$ cat src/rtl/mul_div_unit.sv
// mul_div_unit: iterative 32-bit MULT/MULTU/DIV/DIVU unit
// producing HI/LO, one radix-2 step per clock.
module mul_div_unit #(
  parameter int WIDTH = 32
) (
  input  logic             clock,
  input  logic             resetn,
  input  logic             start,
  input  logic [1:0]       op,
  input  logic [WIDTH-1:0] a,
  input  logic [WIDTH-1:0] b,
  input  logic             mthi,
  input  logic             mtlo,
  input  logic [WIDTH-1:0] wdata,
  output logic             busy,
  output logic             done,
  output logic [WIDTH-1:0] hi,
  output logic [WIDTH-1:0] lo
);

  localparam logic [1:0] IDLE = 2'd0;
  localparam logic [1:0] CALC = 2'd1;
  localparam logic [1:0] FIX  = 2'd2;

  logic [1:0]  state;
  logic [4:0]  cnt;
  logic        is_div;
  logic        sa;
  logic        sb;
  logic        dz;
  logic [31:0] ua;
  logic [31:0] ub;
  logic [63:0] acc;

  logic        sgn;
  logic        a_neg;
  logic        b_neg;
  logic [31:0] abs_a;
  logic [31:0] abs_b;
  logic [32:0] mul_sum;
  logic [63:0] mul_next;
  logic [32:0] div_sh;
  logic [32:0] div_diff;
  logic [63:0] div_next;
  logic        neg;
  logic [63:0] prod;
  logic [31:0] quo;
  logic [31:0] rem;
  logic [31:0] hi_fix;
  logic [31:0] lo_fix;

  assign busy = (state != IDLE);

  // operand magnitudes, one datapath step, and final sign fix-up
  always_comb begin
    sgn      = ~op[0];
    a_neg    = sgn & a[31];
    b_neg    = sgn & b[31];
    abs_a    = a_neg ? (~a + 32'd1) : a;
    abs_b    = b_neg ? (~b + 32'd1) : b;
    mul_sum  = {1'b0, acc[63:32]}
             + (acc[0] ? {1'b0, ua} : 33'd0);
    mul_next = {mul_sum, acc[31:1]};
    div_sh   = {acc[63:32], acc[31]};
    div_diff = div_sh - {1'b0, ub};
    div_next = div_diff[32]
             ? {div_sh[31:0], acc[30:0], 1'b0}
             : {div_diff[31:0], acc[30:0], 1'b1};
    neg      = sa ^ sb;
    prod     = neg ? (~acc + 64'd1) : acc;
    quo      = dz ? 32'hFFFF_FFFF
             : (neg ? (~acc[31:0] + 32'd1)
                    : acc[31:0]);
    rem      = sa ? (~acc[63:32] + 32'd1)
                  : acc[63:32];
    hi_fix   = is_div ? rem : prod[63:32];
    lo_fix   = is_div ? quo : prod[31:0];
  end

  // control FSM, datapath registers and HI/LO
  always_ff @(posedge clock or negedge resetn) begin
    if (!resetn) begin
      state  <= IDLE;
      cnt    <= 5'd0;
      is_div <= 1'b0;
      sa     <= 1'b0;
      sb     <= 1'b0;
      dz     <= 1'b0;
      ua     <= 32'd0;
      ub     <= 32'd0;
      acc    <= 64'd0;
      hi     <= 32'd0;
      lo     <= 32'd0;
      done   <= 1'b0;
    end else begin
      done <= 1'b0;
      case (state)
        IDLE: begin
          if (start) begin
            is_div <= op[1];
            sa     <= a_neg;
            sb     <= b_neg;
            dz     <= (b == 32'd0);
            ua     <= abs_a;
            ub     <= abs_b;
            cnt    <= 5'd0;
            acc    <= op[1] ? {32'd0, abs_a}
                            : {32'd0, abs_b};
            state  <= CALC;
          end else begin
            if (mthi) hi <= wdata;
            if (mtlo) lo <= wdata;
          end
        end
        CALC: begin
          acc <= is_div ? div_next : mul_next;
          cnt <= cnt + 5'd1;
          if (cnt == 5'd31) state <= FIX;
        end
        FIX: begin
          hi    <= hi_fix;
          lo    <= lo_fix;
          done  <= 1'b1;
          state <= IDLE;
        end
        default: state <= IDLE;
      endcase
    end
  end

endmodule

$ cat config.mk
export PLATFORM = sky130hd
export DESIGN_NAME = mul_div_unit
export DESIGN_NICKNAME = d
export VERILOG_FILES = /design/src/rtl/mul_div_unit.sv
export SDC_FILE = /design/constraint.sdc
export NUM_CORES = 1
export LEC_CHECK = 0
export BUFFER_PORTS_ARGS = -buffer_cell sky130_fd_sc_hd__clkbuf_2
export CAP_MARGIN = 40
export CORE_ASPECT_RATIO = 0.75
export CORE_MARGIN = 10
export CORE_UTILIZATION = 45
export CTS_CLUSTER_SIZE = 12
export DETAILED_ROUTE_END_ITERATION = 16
export HOLD_SLACK_MARGIN = 0.1
export PLACE_DENSITY_LB_ADDON = 0.3
export SYNTH_ARGS = -nofsm -noshare
export SYNTH_HDL_FRONTEND = slang
export SYNTH_SLANG_ARGS = --single-unit
$ cat constraint.sdc
create_clock -name clock -period 7.15 [get_ports clock]
set_clock_uncertainty 0.05 [all_clocks]
set_input_delay 1.7875 -clock clock [delete_from_list [all_inputs] [get_ports clock]]
set_output_delay 1.7875 -clock clock [all_outputs]
set_load 0.005 [all_outputs]
==> impl_metrics.tcl <==
set metrics [dict create \
    drv_cap 0 \
    num_antenna_cells 0 \
    synth_common_cells "o21ai_0, nand2_1, dfrtp_1" \
    fin_tns_setup_ns 0 \
    cts_root_buf "clkbuf_16" \
    period_needed_ns 4.74 \
    grt_start_max_net_pins 107 \
    critPathArrivalTime_ns 5.11 \
    utilization_pct 51.5 \
    std_cell_rows 58 \
    hold_viol 0 \
    postPlaceCellArea_um2 16500 \
    synth_area_leaders "dfrtp_1, o21ai_0, ha_1" \
    synth_most_common_cell "o21ai_0" \
    avgRoutedWirePerCell_um 23.4 \
    hold_class "reg -> reg" \
    grt_pass1_vias 14040 \
    cts_tree "yes" \
    dr.pass1.iters 5 \
    synth_edf_count 0 \
    vias 15026 \
    start_kind "register" \
    drv_slew 0 \
    gp_congestion 0.975 \
    tightestPinTransition_ns 0.944 \
    initial_utilization_pct 45.6 \
    fin_nets 2163 \
    synthCells 1885 \
    fin_crit_sh_pct 66.3 \
    io_buffers 168 \
    status "complete, no violations" \
    drtAntennaViolNets 0 \
    synth_area_um2 15300 \
    setup_viol 0 \
    post_cts_resize_count 0 \
    die_y_um 180 \
    floorplan.core_area_um2 33600 \
    clock-sinks 204 \
    synth_warnings 0 \
    ctsHoldBuffers 0 \
    synth_seq_cells 204 \
    drive_above_1_share_pct 12.6 \
    p_leak_nw 7.66 \
    drt-initial-drc-count 1696 \
    yosysSeqAreaShare_pct 33.3 \
    synth_fp_nets 2060 \
    viasPerCell 6.12 \
    critPathCaptureType "register" \
    clk_latency_ns 0.54 \
    dpl.hpwl_um 43900 \
    post_cts_buffers 0 \
    grt_pass1_wl_um 86400 \
    ys_types 72 \
    wirelength_um 57300 \
    cp.required_ns 7.52 \
    antenna_found_initial 2 \
    netlist.area_leader.share_pct 33.3 \
    die_area_um2 41900 \
    pin_count 169 \
    yosys.area.top_type "dfrtp_1" \
    synth-main-ff-cell "dfrtp_1" \
    async_flop_share_pct 100 \
    die_w_um 233 \
    grt_setup_unrepaired "no" \
    drcViolationCount 0 \
    cts_inserted_buffers 24 \
    critPathKind "reg -> reg" \
    fmax_mhz 211 \
    cts_buffer_depth 3 \
    syn_to_final_growth_pct 12.8 \
    grt_overflow_total 0 \
    cts_max_level 1 \
    track_usage_pct 26.3 \
    holdWs_ns 0.428 \
    syn_avg_cell_area_um2 8.14 \
    finalInstanceArea_um2 17300 \
    path_max_fanout 29 \
    clk_pin_slew_ns 0.06 \
    p_per_area_nw_per_um2 547 \
    ir_drop_mv 0.250 \
    relSlewSlack_pct 37.0 \
]
layout make-up:
cell class,instances,area [um2]
clock buffer,34,678
clock inverter,8,80.1
fill,3255,16300
inverter,61,229
multi-input combinational,1506,9590
sequential,204,5110
tap,450,563
timing repair buffer,191,1050
per-stage QoR:
stage                     setup slack, ns  std cells  power [W]
after floorplan                      2.54       1885    0.00635
after global placement               2.30       2408    0.00804
after detailed placement             2.24       2412    0.00812
after CTS                            2.44       2454    0.00937
after global routing                 2.18       2454     0.0102
final                                2.41       2454    0.00946
cell families after synthesis:
| group | count (synthesis) | share of synthesized area, % |
|---|---|---|
| AOI/OAI and AO/OA | 626 | 24.4 |
| xor gates and xnor gates | 174 | 9.94 |
| adders and majority gates | 72 | 5.97 |
| buffers and inverters | 175 | 4.36 |
| DFF | 204 | 33.3 |
| muxes | 57 | 3.74 |
| and+or+nand+nor | 577 | 18.3 |
sequential cells by signal, indices dropped and copies added, names as in the netlist, 2 cells and up:
name and count:
acc 64, cnt 5, hi 32, lo 32
state 2, ua 32, ub 32
metal layers:
metal	vias up	share of wire [%]	global-route usage, %
li1	6986	-	-
met1	7221	46	39.0
met2	737	41	37.4
met3	80	11	6.61
met4	2	2.3	5.73
met5	-	0.023	0
layout by cell type (no fill, tap or decap), drive strengths merged, types with 20 or more instances in the layout:
master,n
ha,70
nand3,21
and2,49
a21o,24
nor2b,20
xnor2,86
a21oi,155
inv,61
xor2,88
o31ai,24
a211oi,37
o22ai,35
nor3,34
clkbuf,202
nor2,102
nand2,232
or3,26
mux2i,54
buf,23
o21ai,236
dfrtp,204
power by group:
part / internal [W] / switching [W]
clock network: 0.000696 / 0.000520
registers: 0.00173 / 0.000762
logic: 0.00238 / 0.00338
total: 0.00480 / 0.00467
final timing paths:
check	slack, ns	start	cells past startpoint	end
max	2.41	acc[31]	14	acc[39]
min	0.43	ub[11]	2	ub[11]
max reg2reg	2.41	acc[31]	14	acc[39]
min reg2reg	0.43	ub[11]	2	ub[11]
max in group asynchronous	4.64	resetn	2	acc[45]
min in group asynchronous	1.25	resetn	1	lo[5]
worst max-delay path, stage by stage, from the launching register on:
cell	delay, ns
dfrtp_1	0.40
inv_1	0.09
ha_1	0.22
fa_1	0.42
nor2b_1	0.17
o31a_1	0.29
o211ai_1	0.23
nand4_1	0.18
a41oi_1	0.19
o41ai_1	0.73
xor2_4	0.78
buf_4	0.38
mux2i_1	0.21
a21oi_1	0.08
a21o_1	0.17
(Power assumes the default switching activity.)
